### config.mk
export PLATFORM = sky130hd
export DESIGN_NAME = gcd_stream
export DESIGN_NICKNAME = d
export VERILOG_FILES = /design/src/rtl/gcd_stream_pkg.sv /design/src/rtl/gcd_step_dp.sv /design/src/rtl/gcd_stream.sv
export SDC_FILE = /design/constraint.sdc
export NUM_CORES = 1
export LEC_CHECK = 0
export BUFFER_PORTS_ARGS = -buffer_cell sky130_fd_sc_hd__buf_2
export CAP_MARGIN = 20
export CORE_ASPECT_RATIO = 1.1
export CORE_MARGIN = 2
export CORE_UTILIZATION = 55
export CTS_CLUSTER_DIAMETER = 50
export DETAILED_ROUTE_END_ITERATION = 6
export GPL_TIMING_DRIVEN = 0
export PLACE_DENSITY = 0.78
export SLEW_MARGIN = 20
export SYNTH_ARGS = -nofsm -noshare
export SYNTH_HDL_FRONTEND = slang
export SYNTH_SLANG_ARGS = --single-unit
### constraint.sdc
create_clock -name clk_i -period 3.4 [get_ports clk_i]
set_clock_uncertainty 0.2 [all_clocks]
set_input_delay 0.34 -clock clk_i [delete_from_list [all_inputs] [get_ports clk_i]]
set_output_delay 0.34 -clock clk_i [all_outputs]
set_load 0.1 [all_outputs]
### src/rtl/gcd_stream_pkg.sv
// Shared types and constants for the gcd_stream engine.
// Optional feature macro: GCD_STREAM_CYCLES_EN (adds the cycles_o step counter).
package gcd_stream_pkg;

    // Default operand/result width; legal widths are 2..32.
    localparam int DEFAULT_DATA_BITS = 8;

    // Engine state: waiting for operands, subtracting, holding a result.
    typedef enum logic [1:0] {
        IDLE = 2'd0,
        CALC = 2'd1,
        DONE = 2'd2
    } gcd_state_e;

endpackage

### src/rtl/gcd_step_dp.sv
// One combinational step of subtractive GCD: flags for the terminating
// cases and the next (x, y) pair with the smaller value taken off the larger.
module gcd_step_dp
    import gcd_stream_pkg::*;
#(
    parameter int DATA_BITS = DEFAULT_DATA_BITS
) (
    input  logic [DATA_BITS-1:0] x,
    input  logic [DATA_BITS-1:0] y,
    output logic [DATA_BITS-1:0] nx,
    output logic [DATA_BITS-1:0] ny,
    output logic                 x_zero,
    output logic                 y_zero,
    output logic                 eq
);

    // Compare and subtract; the comparison guard keeps the difference non-negative.
    always_comb begin
        // NOTE: every output gets a default first so no path can infer a latch.
        nx     = x;
        ny     = y;
        x_zero = (x == '0);
        y_zero = (y == '0);
        eq     = (x == y);
        if (x > y) begin
            nx = x - y;
        end else if (y > x) begin
            ny = y - x;
        end
    end

endmodule

### src/rtl/gcd_stream.sv
// Handshaked GCD engine: accepts (x, y) on a valid/ready channel, iterates one
// subtraction per cycle and presents the result on a valid/ready channel.
// Optional feature macro: GCD_STREAM_CYCLES_EN adds cycles_o, the number of
// CALC cycles spent on the current result.
module gcd_stream
    import gcd_stream_pkg::*;
#(
    parameter int DATA_BITS = DEFAULT_DATA_BITS
) (
    input  logic                 clk_i,
    input  logic                 rst_ni,
    input  logic                 in_valid_i,
    output logic                 in_ready_o,
    input  logic [DATA_BITS-1:0] x_i,
    input  logic [DATA_BITS-1:0] y_i,
    input  logic                 abort_i,
    output logic                 out_valid_o,
    input  logic                 out_ready_i,
    output logic [DATA_BITS-1:0] result_o,
`ifdef GCD_STREAM_CYCLES_EN
    output logic [DATA_BITS:0]   cycles_o,
`endif
    output logic                 busy_o
);

    gcd_state_e           state;
    logic [DATA_BITS-1:0] x_q;
    logic [DATA_BITS-1:0] y_q;
    logic [DATA_BITS-1:0] res_q;
    logic [DATA_BITS-1:0] nx;
    logic [DATA_BITS-1:0] ny;
    logic                 x_zero;
    logic                 y_zero;
    logic                 eq;
`ifdef GCD_STREAM_CYCLES_EN
    logic [DATA_BITS:0]   cycles_q;
`endif

    gcd_step_dp #(
        .DATA_BITS(DATA_BITS)
    ) u_step (
        .x      (x_q),
        .y      (y_q),
        .nx     (nx),
        .ny     (ny),
        .x_zero (x_zero),
        .y_zero (y_zero),
        .eq     (eq)
    );

    // Handshake outputs come straight from the registered state.
    assign in_ready_o  = (state == IDLE);
    assign busy_o      = (state == CALC);
    assign out_valid_o = (state == DONE);
    assign result_o    = res_q;
`ifdef GCD_STREAM_CYCLES_EN
    assign cycles_o    = cycles_q;
`endif

    // FSM and operand/result registers: capture, iterate, hold until consumed.
    always_ff @(posedge clk_i or negedge rst_ni) begin
        if (!rst_ni) begin
            state <= IDLE;
            x_q   <= '0;
            y_q   <= '0;
            res_q <= '0;
`ifdef GCD_STREAM_CYCLES_EN
            cycles_q <= '0;
`endif
        end else begin
            // NOTE: non-blocking assignments so every register sees pre-edge values.
            case (state)
                IDLE: begin
                    if (in_valid_i) begin
                        x_q   <= x_i;
                        y_q   <= y_i;
                        state <= CALC;
`ifdef GCD_STREAM_CYCLES_EN
                        cycles_q <= '0;
`endif
                    end
                end
                CALC: begin
`ifdef GCD_STREAM_CYCLES_EN
                    cycles_q <= cycles_q + 1'b1;
`endif
                    if (abort_i) begin
                        state <= IDLE;
`ifdef GCD_STREAM_CYCLES_EN
                        cycles_q <= '0;
`endif
                    end else if (x_zero) begin
                        res_q <= y_q;
                        state <= DONE;
                    end else if (y_zero) begin
                        res_q <= x_q;
                        state <= DONE;
                    end else if (eq) begin
                        res_q <= x_q;
                        state <= DONE;
                    end else begin
                        x_q <= nx;
                        y_q <= ny;
                    end
                end
                DONE: begin
                    if (out_ready_i) begin
                        state <= IDLE;
                    end
                end
                default: begin
                    state <= IDLE;
                end
            endcase
        end
    end

endmodule

## Word-level counts from Yosys, hierarchy flattened

Index checks and enable logic that the tools add are counted.
W data, S select, Z words.

| word-level totals | value |
|---|---|
| register bits after elaboration | 26 |
| bits of input ports | 21 |
| output and inout bits | 11 |
| word-level logic and storage cells | 56 |

| operators by class | value |
|---|---|
| reductions and logical operators | 9 |
| bitwise gates (word level) | 1 |
| add/sub/neg operators | 2 |
| multiplexer cells | 25 |
| order comparisons | 2 |
| equal/unequal tests | 13 |

Operators by type and width:

| cell | count |
|---|---|
| $mux W8 | 16 |
| $pmux W8 S2 | 2 |
| $gt A8 B8 Y1 | 2 |
| $logic_not A8 Y1 | 2 |
| $sub A8 B8 Y8 | 2 |
| $mux W2 | 6 |
| $ne A2 B2 Y1 const B | 6 |
| $eq A8 B8 Y1 | 1 |
| $reduce_and A8 Y1 | 1 |
| $reduce_and A7 Y1 | 1 |
| $ne A2 B1 Y1 const B | 3 |
| $pmux W2 S3 | 1 |
| $reduce_and A3 Y1 | 2 |
| $ne A5 B2 Y1 const B | 1 |
| $reduce_bool A3 Y1 | 1 |
| $eq A2 B1 Y1 const B | 1 |
| $eq A2 B2 Y1 const B | 1 |
| $logic_not A2 Y1 | 1 |
| $reduce_bool A2 Y1 | 1 |
| $not A1 Y1 | 1 |

## Logic depth before layout (Yosys ltp)

Gate-level depths: netlist of run 1.

| logic depth | value |
|---|---|
| depth in word-level cells | 8 |
| depth in mapped cells | 10 |

## Hierarchy

From an unflattened synthesis of run 1, not the netlist that was laid out.

| second synthesis, totals | value |
|---|---|
| cells, all modules | 232 |
| area total of the unflattened synthesis | 2399.8 µm² |

By module, submodules not included:

| module | cells an instance | area each (µm²) | times used | seq. area each (µm²) |
|---|---|---|---|---|
| gcd_stream | 89 | 1403.8 | 1 | 650.6 |
| gcd_step_dp | 143 | 996.0 | 1 | 0.0 |

## Least setup slack after synthesis of run 1

OpenSTA, ideal clock, no wires.

| path | value |
|---|---|
| path kind | reg2reg |
| from | reg state[1] |
| to | reg y_q[5] |
| arrival | 2.472 ns |
| cell stages (with the launch flop) | 7 |
| data required time | 3.072 ns |
| path slack | 0.600 ns |
| cell sequence | dfrtp_1 -> nand2b_1 -> clkinv_1 -> o211ai_1 -> o21ai_1 -> nor2_4 -> mux2_1 |

| between the ends | value |
|---|---|
| word-level cells in the longest chain between the ends | 3 |
| elaborated cells on any way between the ends | 12 |

RTL lines:

| element | RTL line | RTL |
|---|---|---|
| start: declaration | gcd_stream.sv:26 | `gcd_state_e state;` |
| start signal: assignment | gcd_stream.sv:63 | `state <= IDLE;` |
| start signal: assignment | gcd_stream.sv:77 | `state <= CALC;` |
| start signal: assignment | gcd_stream.sv:88 | `state <= IDLE;` |
| $eq A2 B1 Y1 * | n/a |  |
| net busy_o | gcd_stream.sv:23 | `output logic busy_o` |
| $ne A2 B2 Y1 (no source line) (tied with other cells) | n/a |  |
| $reduce_and A8 Y1 (no source line) | n/a |  |
| end signal: assignment | gcd_stream.sv:76 | `y_q <= y_i;` |
| end signal: assignment | gcd_stream.sv:103 | `y_q <= ny;` |
| end: declaration | gcd_stream.sv:28 | `logic [DATA_BITS-1:0] y_q;` |

Mark *: on every way through the listed nets, which the timed path passes. The rest lies on a longest branch.
A chain may end at the register's enable or synchronous reset.

## Final worst setup path of run 1

| path | value |
|---|---|
| from | reg x_q[0] |
| to | reg x_q[5] |

| between the ends | value |
|---|---|
| word-level cells in the longest chain between the ends | 7 |
| elaborated cells on any way between the ends | 14 |

RTL lines:

| element | RTL line | RTL |
|---|---|---|
| start: declaration | gcd_stream.sv:27 | `logic [DATA_BITS-1:0] x_q;` |
| start signal: assignment | gcd_stream.sv:75 | `x_q <= x_i;` |
| start signal: assignment | gcd_stream.sv:102 | `x_q <= nx;` |
| $sub A8 B8 Y8 | gcd_step_dp.sv:26 | `nx = x - y;` |
| $mux W8 | gcd_step_dp.sv:25 | `if (x > y) begin` |
| $mux W8 | gcd_stream.sv:98 | `end else if (eq) begin` |
| $mux W8 | gcd_stream.sv:95 | `end else if (y_zero) begin` |
| $mux W8 | gcd_stream.sv:92 | `end else if (x_zero) begin` |
| $mux W8 | gcd_stream.sv:87 | `if (abort_i) begin` |
| $pmux W8 S2 | gcd_stream.sv:72 | `case (state)` |

Several ways; a longest one is shown, not always the timed one. The select of a mux whose other input is x is not followed.

==> impl_metrics.env, run 1 <==
export IMPL_wl_per_cell_um=15.8
export IMPL_synth_top_area_share_pct=31.3
export IMPL_dr_first_iter_drc_count=110
export IMPL_tns_ns=0
export IMPL_rsz0062_at_grt="no"
export IMPL_start_kind="flip-flop"
export IMPL_grt_usage_pct=24.8
export IMPL_gp_congestion=0.931
export IMPL_grt_pass1_wl_um=8070
export IMPL_final_common_cell="a21oi_1"
export IMPL_synth_top_cells_by_area="dfrtp_1 (31%), ha_1 (9.6%), a21oi_1 (9.2%)"
export IMPL_worstSkewPairLatency_ns=0.28
export IMPL_layout_setup_ws_ns=0.175
export IMPL_io_pins=32
export IMPL_fp_dieH_um=68.4
export IMPL_max_clock_path_buffers=2
export IMPL_min_from="out_ready_i"
export IMPL_period_share_pct=94.9
export IMPL_crit_fanout=8
export IMPL_place_ws_ns=0.220
export IMPL_initial_core_util_pct=57.2
export IMPL_drive_above_1_share_pct=19.1
export IMPL_antenna_found_initial=0
export IMPL_final_cell_mix="a21oi_1 (38), buf_2 (33), dfrtp_1 (26)"
export IMPL_final_max_slew_viol_count=0
export IMPL_crit_arrival_ns=3.20
export IMPL_fillerInstances=340
export IMPL_clk_pin_slew_worst_paths_ns=0.10
export IMPL_cts_sinks=26
export IMPL_r2r_start="x_q[0]$_DFFE_PN0P_"
export IMPL_cts_buffers=3
export IMPL_holdWs_ns=0.117
export IMPL_fmax_mhz=310
export IMPL_port_buffer_count=31
export IMPL_cts_tree="built"
export IMPL_synthesis_nets=275
export IMPL_cts_hold_buffers_added=1
export IMPL_cts_resized=0
export IMPL_synth_avg_cell_area_um2=8.80
export IMPL_die_w_um=62.6
export IMPL_area_growth_pct=14.4
export IMPL_wl_met1_um=2200
export IMPL_max_cap_violations=0
export IMPL_synth_main_ff_cell="dfrtp_1"
export IMPL_ys_ff_latch=26
export IMPL_diodes=0
export IMPL_htreeDepth=1
export IMPL_drc=0
export IMPL_crit_path_start="x_q[0]$_DFFE_PN0P_"
export IMPL_synth_distinct_cells=48
export IMPL_crit_type="flip-flop to flip-flop"
export IMPL_viasPerCell=5.79
export IMPL_synth_seq_area_share_pct=31.3
export IMPL_wl_met3_um=180
export IMPL_row_count=23
export IMPL_layout_nets=312
export IMPL_post_cts_setup_buffer_count=0
export IMPL_hpwl_um=3900
export IMPL_yosysTopAreaCell="dfrtp_1"
export IMPL_setup_violations=0
export IMPL_vias=1864
export IMPL_yosysWarnings=0
export IMPL_endpoint_kind="flip-flop"
export IMPL_multi_input_comb_area_mm2=0.00128
export IMPL_syn_cell_area_mm2=0.00208
export IMPL_grt_pass1_vias=1705
export IMPL_drt_first_pass_iters=4
export IMPL_routed_wl_um=5100
export IMPL_dieArea_mm2=0.00428
export IMPL_layout_min_cycle_time_ns=3.23
export IMPL_syn_inst=236
export IMPL_slew_headroom_pct=49.6
export IMPL_hold_viol=0
export IMPL_outcome="finished clean"
export IMPL_synth_async_sr_flop_share_pct=100
export IMPL_met2_wirelength_um=2560
export IMPL_top_layer="met4"
export IMPL_hold_class="input port to flip-flop"
export IMPL_cts_root_buf="clkbuf_8"
export IMPL_synth_edf_count=0
export IMPL_grt_max_degree=27
export IMPL_drtAntennaViolNets=0
export IMPL_tightest_slew_ns=0.755
export IMPL_coreArea_mm2=0.00363
export IMPL_cp_required_ns=3.37
export IMPL_overflow=0
export IMPL_regArea_um2=651
## cell usage after synthesis (2+ instances only)
library cell,number
nor2b_1,4
nor3_1,3
nand4b_1,2
clkbuf_1,3
nand3_1,3
o21ai_1,2
inv_1,23
dfrtp_1,26
a211oi_1,3
xnor2_1,3
mux2i_1,10
mux2_4,3
nor2_4,2
o21a_1,4
or4_1,3
or3_1,2
buf_4,3
o21ai_0,12
nor3b_1,2
o211ai_1,2
buf_2,2
nor2_1,17
a21oi_1,38
o31a_1,3
nand2_1,13
nand2b_1,4
nand4_1,2
mux2_1,3
fa_1,2
ha_1,16
nor4_1,4
## worst max-delay path, stage by stage, from the launching register on
cell	delay, ns
dfrtp_1	0.39
inv_1	0.07
ha_1	0.24
fa_1	0.40
nand2b_1	0.19
a21oi_1	0.25
a21oi_1	0.17
nand2b_4	0.17
a221oi_4	0.68
mux2_4	0.35
## cell families after synthesis
kind of cell               synth area share, %
DFF                                       31.3
AOI/OAI and AO/OA                         20.9
xor gates and xnor gates                  1.69
adders and majority gates                 11.6
buffers and inverters                     7.17
muxes                                     8.62
and+or+nand+nor                           18.7
## through the flow
step | area (um2) | cells | utilization, %
global placement | 2290 | 317 | 63.3
detailed placement | 2290 | 317 | 63.3
finish | 2370 | 322 | 65.5
floorplan | 2080 | 236 | -
CTS | 2370 | 322 | 65.5
global route | 2370 | 322 | 65.5
## per-layer routing
layer / GRT usage (%) / up-vias
li1: - / 904
met1: 29.7 / 898
met2: 45.2 / 48
met3: 3.29 / 14
met4: 11.1 / 0
met5: 0 / -
## final cells by class
class,count,area share (%)
inverter,24,3.79
clock buffer,3,1.74
timing repair buffer,32,6.95
clock inverter,1,1.26
tap,50,2.63
buffer,10,2.48
sequential,26,27.4
multi-input combinational,176,53.7
## worst paths after layout
check | endpoint | slack [ns] | depth (start not counted)
worst max register to register | x_q[5]$_DFFE_PN0P_ | 0.17 | 9
worst min-delay path | state[1]$_DFFE_PN0P_ | 0.12 | 3
worst min register to register | result_o[4]$_DFFE_PN0P_ | 0.33 | 2
max in group asynchronous | x_q[6]$_DFFE_PN0P_ | 2.20 | 2
worst max-delay path | x_q[5]$_DFFE_PN0P_ | 0.17 | 9
min in group asynchronous | x_q[1]$_DFFE_PN0P_ | 0.39 | 2
## registers in the layout, indices dropped and copies added (netlist names)
register  count
result_o      8
x_q           8
y_q           8
state         2
Power of run 1 is left out: the tool's default activity adds up to more than one toggle a clock period on the data nets, which glitch-free logic cannot reach.
==> inputs of run 2 (changes only) <==
--- a/config.mk
+++ b/config.mk
@@ -5,6 +5,7 @@
 export SDC_FILE = /design/constraint.sdc
 export NUM_CORES = 1
 export LEC_CHECK = 0
+export ABC_AREA = 1
 export BUFFER_PORTS_ARGS = -buffer_cell sky130_fd_sc_hd__buf_2
 export CAP_MARGIN = 20
 export CORE_ASPECT_RATIO = 1.1
@@ -13,7 +14,7 @@
 export CTS_CLUSTER_DIAMETER = 50
 export DETAILED_ROUTE_END_ITERATION = 6
 export GPL_TIMING_DRIVEN = 0
-export PLACE_DENSITY = 0.78
+export PLACE_DENSITY = 0.77
 export SLEW_MARGIN = 20
 export SYNTH_ARGS = -nofsm -noshare
 export SYNTH_HDL_FRONTEND = slang
==> run 2 against run 1 <==
Worst setup slack gained 0.84 ns. Sequential cell count is the same. Clock-buffer cell count grew 1. Fmax grew 35%. Highest routed layer unchanged.
==> impl_metrics.env, run 2 <==
export IMPL_fmax_mhz=419
export IMPL_synth_most_common_cell="nand2_1"
export IMPL_tns_ns=0
export IMPL_cpPeakStageDelay_ns=0.45
export IMPL_fin_cells=427
export IMPL_crit_fanout=8
export IMPL_routed_wl_um=5300
export IMPL_diodes=0
export IMPL_gp_congestion=0.885
export IMPL_hold_class="input port to flip-flop"
export IMPL_fillerInstances=379
export IMPL_final_max_slew_viol_count=0
export IMPL_row_count=24
export IMPL_synthTopCellsByCount="nand2_1 (134), inv_1 (52), dfrtp_1 (26)"
export IMPL_wl_met3_um=243
export IMPL_crit_path_start="y_q[0]$_DFFE_PN0P_"
export IMPL_htreeDepth=1
export IMPL_synth_async_sr_flop_share_pct=100
export IMPL_rsz0062_at_grt="no"
export IMPL_ys_ff_latch=26
export IMPL_hold_viol=0
export IMPL_overflow=0
export IMPL_crit_top_cell="nand2_1"
export IMPL_layout_nets=415
export IMPL_grt_pass1_vias=2092
export IMPL_wl_met1_um=2300
export IMPL_final_common_cell="nand2_1"
export IMPL_final_cell_mix="nand2_1 (134), inv_1 (52), buf_2 (36)"
export IMPL_post_cts_setup_buffer_count=0
export IMPL_r2r_start="y_q[0]$_DFFE_PN0P_"
export IMPL_fp_dieH_um=70.7
export IMPL_synthesis_nets=378
export IMPL_crit_arrival_ns=2.40
export IMPL_slew_headroom_pct=60.9
export IMPL_synth_distinct_cells=27
export IMPL_start_kind="flip-flop"
export IMPL_synth_main_ff_cell="dfrtp_1"
export IMPL_yosysTopAreaCell="dfrtp_1"
export IMPL_grt_pass1_wl_um=9130
export IMPL_holdWs_ns=0.0402
export IMPL_coreArea_mm2=0.00393
export IMPL_critPathSlowestCell="dfrtp_1"
export IMPL_hpwl_um=4320
export IMPL_layout_min_cycle_time_ns=2.39
export IMPL_min_from="out_ready_i"
export IMPL_design_area_mm2=0.00251
export IMPL_max_cap_violations=0
export IMPL_synth_edf_count=0
export IMPL_path_delay_family="simple AND/OR/NAND/NOR gates"
export IMPL_viasPerCell=4.96
export IMPL_crit_type="flip-flop to flip-flop"
export IMPL_drc=0
export IMPL_antenna_found_initial=0
export IMPL_cts_buffers=3
export IMPL_worstSkewPairLatency_ns=0.26
export IMPL_setup_violations=0
export IMPL_multi_input_comb_area_mm2=0.00132
export IMPL_syn_inst=339
export IMPL_grt_usage_pct=25.3
export IMPL_synth_top_cells_by_area="dfrtp_1 (29%), nand2_1 (23%), ha_1 (9.0%)"
export IMPL_grt_max_degree=27
export IMPL_cp_required_ns=3.41
export IMPL_critPathBufInv=2
export IMPL_outcome="finished clean"
export IMPL_endpoint_kind="flip-flop"
export IMPL_regArea_um2=651
export IMPL_place_area_mm2=0.00245
export IMPL_initial_core_util_pct=56.6
export IMPL_vias=2118
export IMPL_dr_first_iter_drc_count=123
export IMPL_placed_cells=422
export IMPL_cts_sinks=26
export IMPL_met2_wirelength_um=2680
export IMPL_tightest_slew_ns=0.587
export IMPL_drtAntennaViolNets=0
export IMPL_cts_tree="built"
export IMPL_dieArea_mm2=0.00458
export IMPL_top_layer="met4"
export IMPL_area_growth_pct=12.8
export IMPL_period_share_pct=70.3
export IMPL_wl_per_cell_um=12.4
export IMPL_port_buffer_count=31
export IMPL_syn_cell_area_mm2=0.00223
export IMPL_synth_avg_cell_area_um2=6.57
export IMPL_io_pins=32
export IMPL_cts_root_buf="clkbuf_8"
export IMPL_synth_top_area_share_pct=29.2
export IMPL_clk_pin_slew_worst_paths_ns=0.09
export IMPL_die_w_um=64.7
export IMPL_synth_seq_area_share_pct=29.2
export IMPL_yosysWarnings=0
export IMPL_crit_chain="inv_1 > ha_1 > fa_1 > inv_1 > nand2_1 > nand2_1 > nand3_1 > nand2_1 > nand2_1 > nand2_2 > nand2_2 > nor2_4 > nand2_1 > nand2_1"
export IMPL_drt_first_pass_iters=4
export IMPL_drive_above_1_share_pct=18.7
export IMPL_max_clock_path_buffers=2
[run 2: worst paths after layout]
kind                                            to  slack, ns  cells past startpoint
max                             y_q[0]$_DFFE_PN0P_       1.01                     14
min                           state[1]$_DFFE_PN0P_       0.04                      2
max reg2reg                     y_q[0]$_DFFE_PN0P_       1.01                     14
min reg2reg                result_o[3]$_DFFE_PN0P_       0.29                      2
max in group asynchronous       y_q[5]$_DFFE_PN0P_       2.20                      2
min in group asynchronous  result_o[2]$_DFFE_PN0P_       0.41                      2
[run 2: cell families (layout without fill, tap and decap cells)]
| group | after synthesis | after routing | synth area share (%) |
|---|---|---|---|
| compound gates | 34 | 34 | 8.26 |
| buf+inv | 62 | 98 | 11.5 |
| xor+xnor | 3 | 3 | 1.18 |
| mux | 1 | 1 | 0.449 |
| flops | 26 | 26 | 29.2 |
| simple gates | 195 | 195 | 38.7 |
| fa+ha+maj | 18 | 18 | 10.8 |
[run 2: area by class of cell]
cell class / count / share of cell area, %
well taps: 52 / 2.59
multi-input cells: 251 / 52.6
clock buffers: 4 / 2.19
plain buffers: 6 / 1.59
flip-flops and latches: 26 / 25.9
inverters: 56 / 8.57
repair buffers: 32 / 6.57
[run 2: metal layers]
| layer | global-route usage [%] | vias to the layer above |
|---|---|---|
| li1 | - | 1112 |
| met1 | 33.1 | 955 |
| met2 | 44.8 | 43 |
| met3 | 2.70 | 8 |
| met4 | 6.62 | 0 |
| met5 | 0 | - |
[run 2: metrics by stage]
step,util (%),setup slack (ns)
6_report,63.9,1.01
3_5_place_dp,62.2,1.05
4_1_cts,63.9,1.01
3_3_place_gp,62.2,1.08
2_1_floorplan,-,0.579
5_1_grt,63.9,0.820
[run 2: timing repair]
action	in CTS	in global routing
resized for setup	0	0
hold buffers	1	0
endpoints found under the setup margin	0	0
hold endpoints to repair	26	0
Power of run 2 is left out for the same reason.
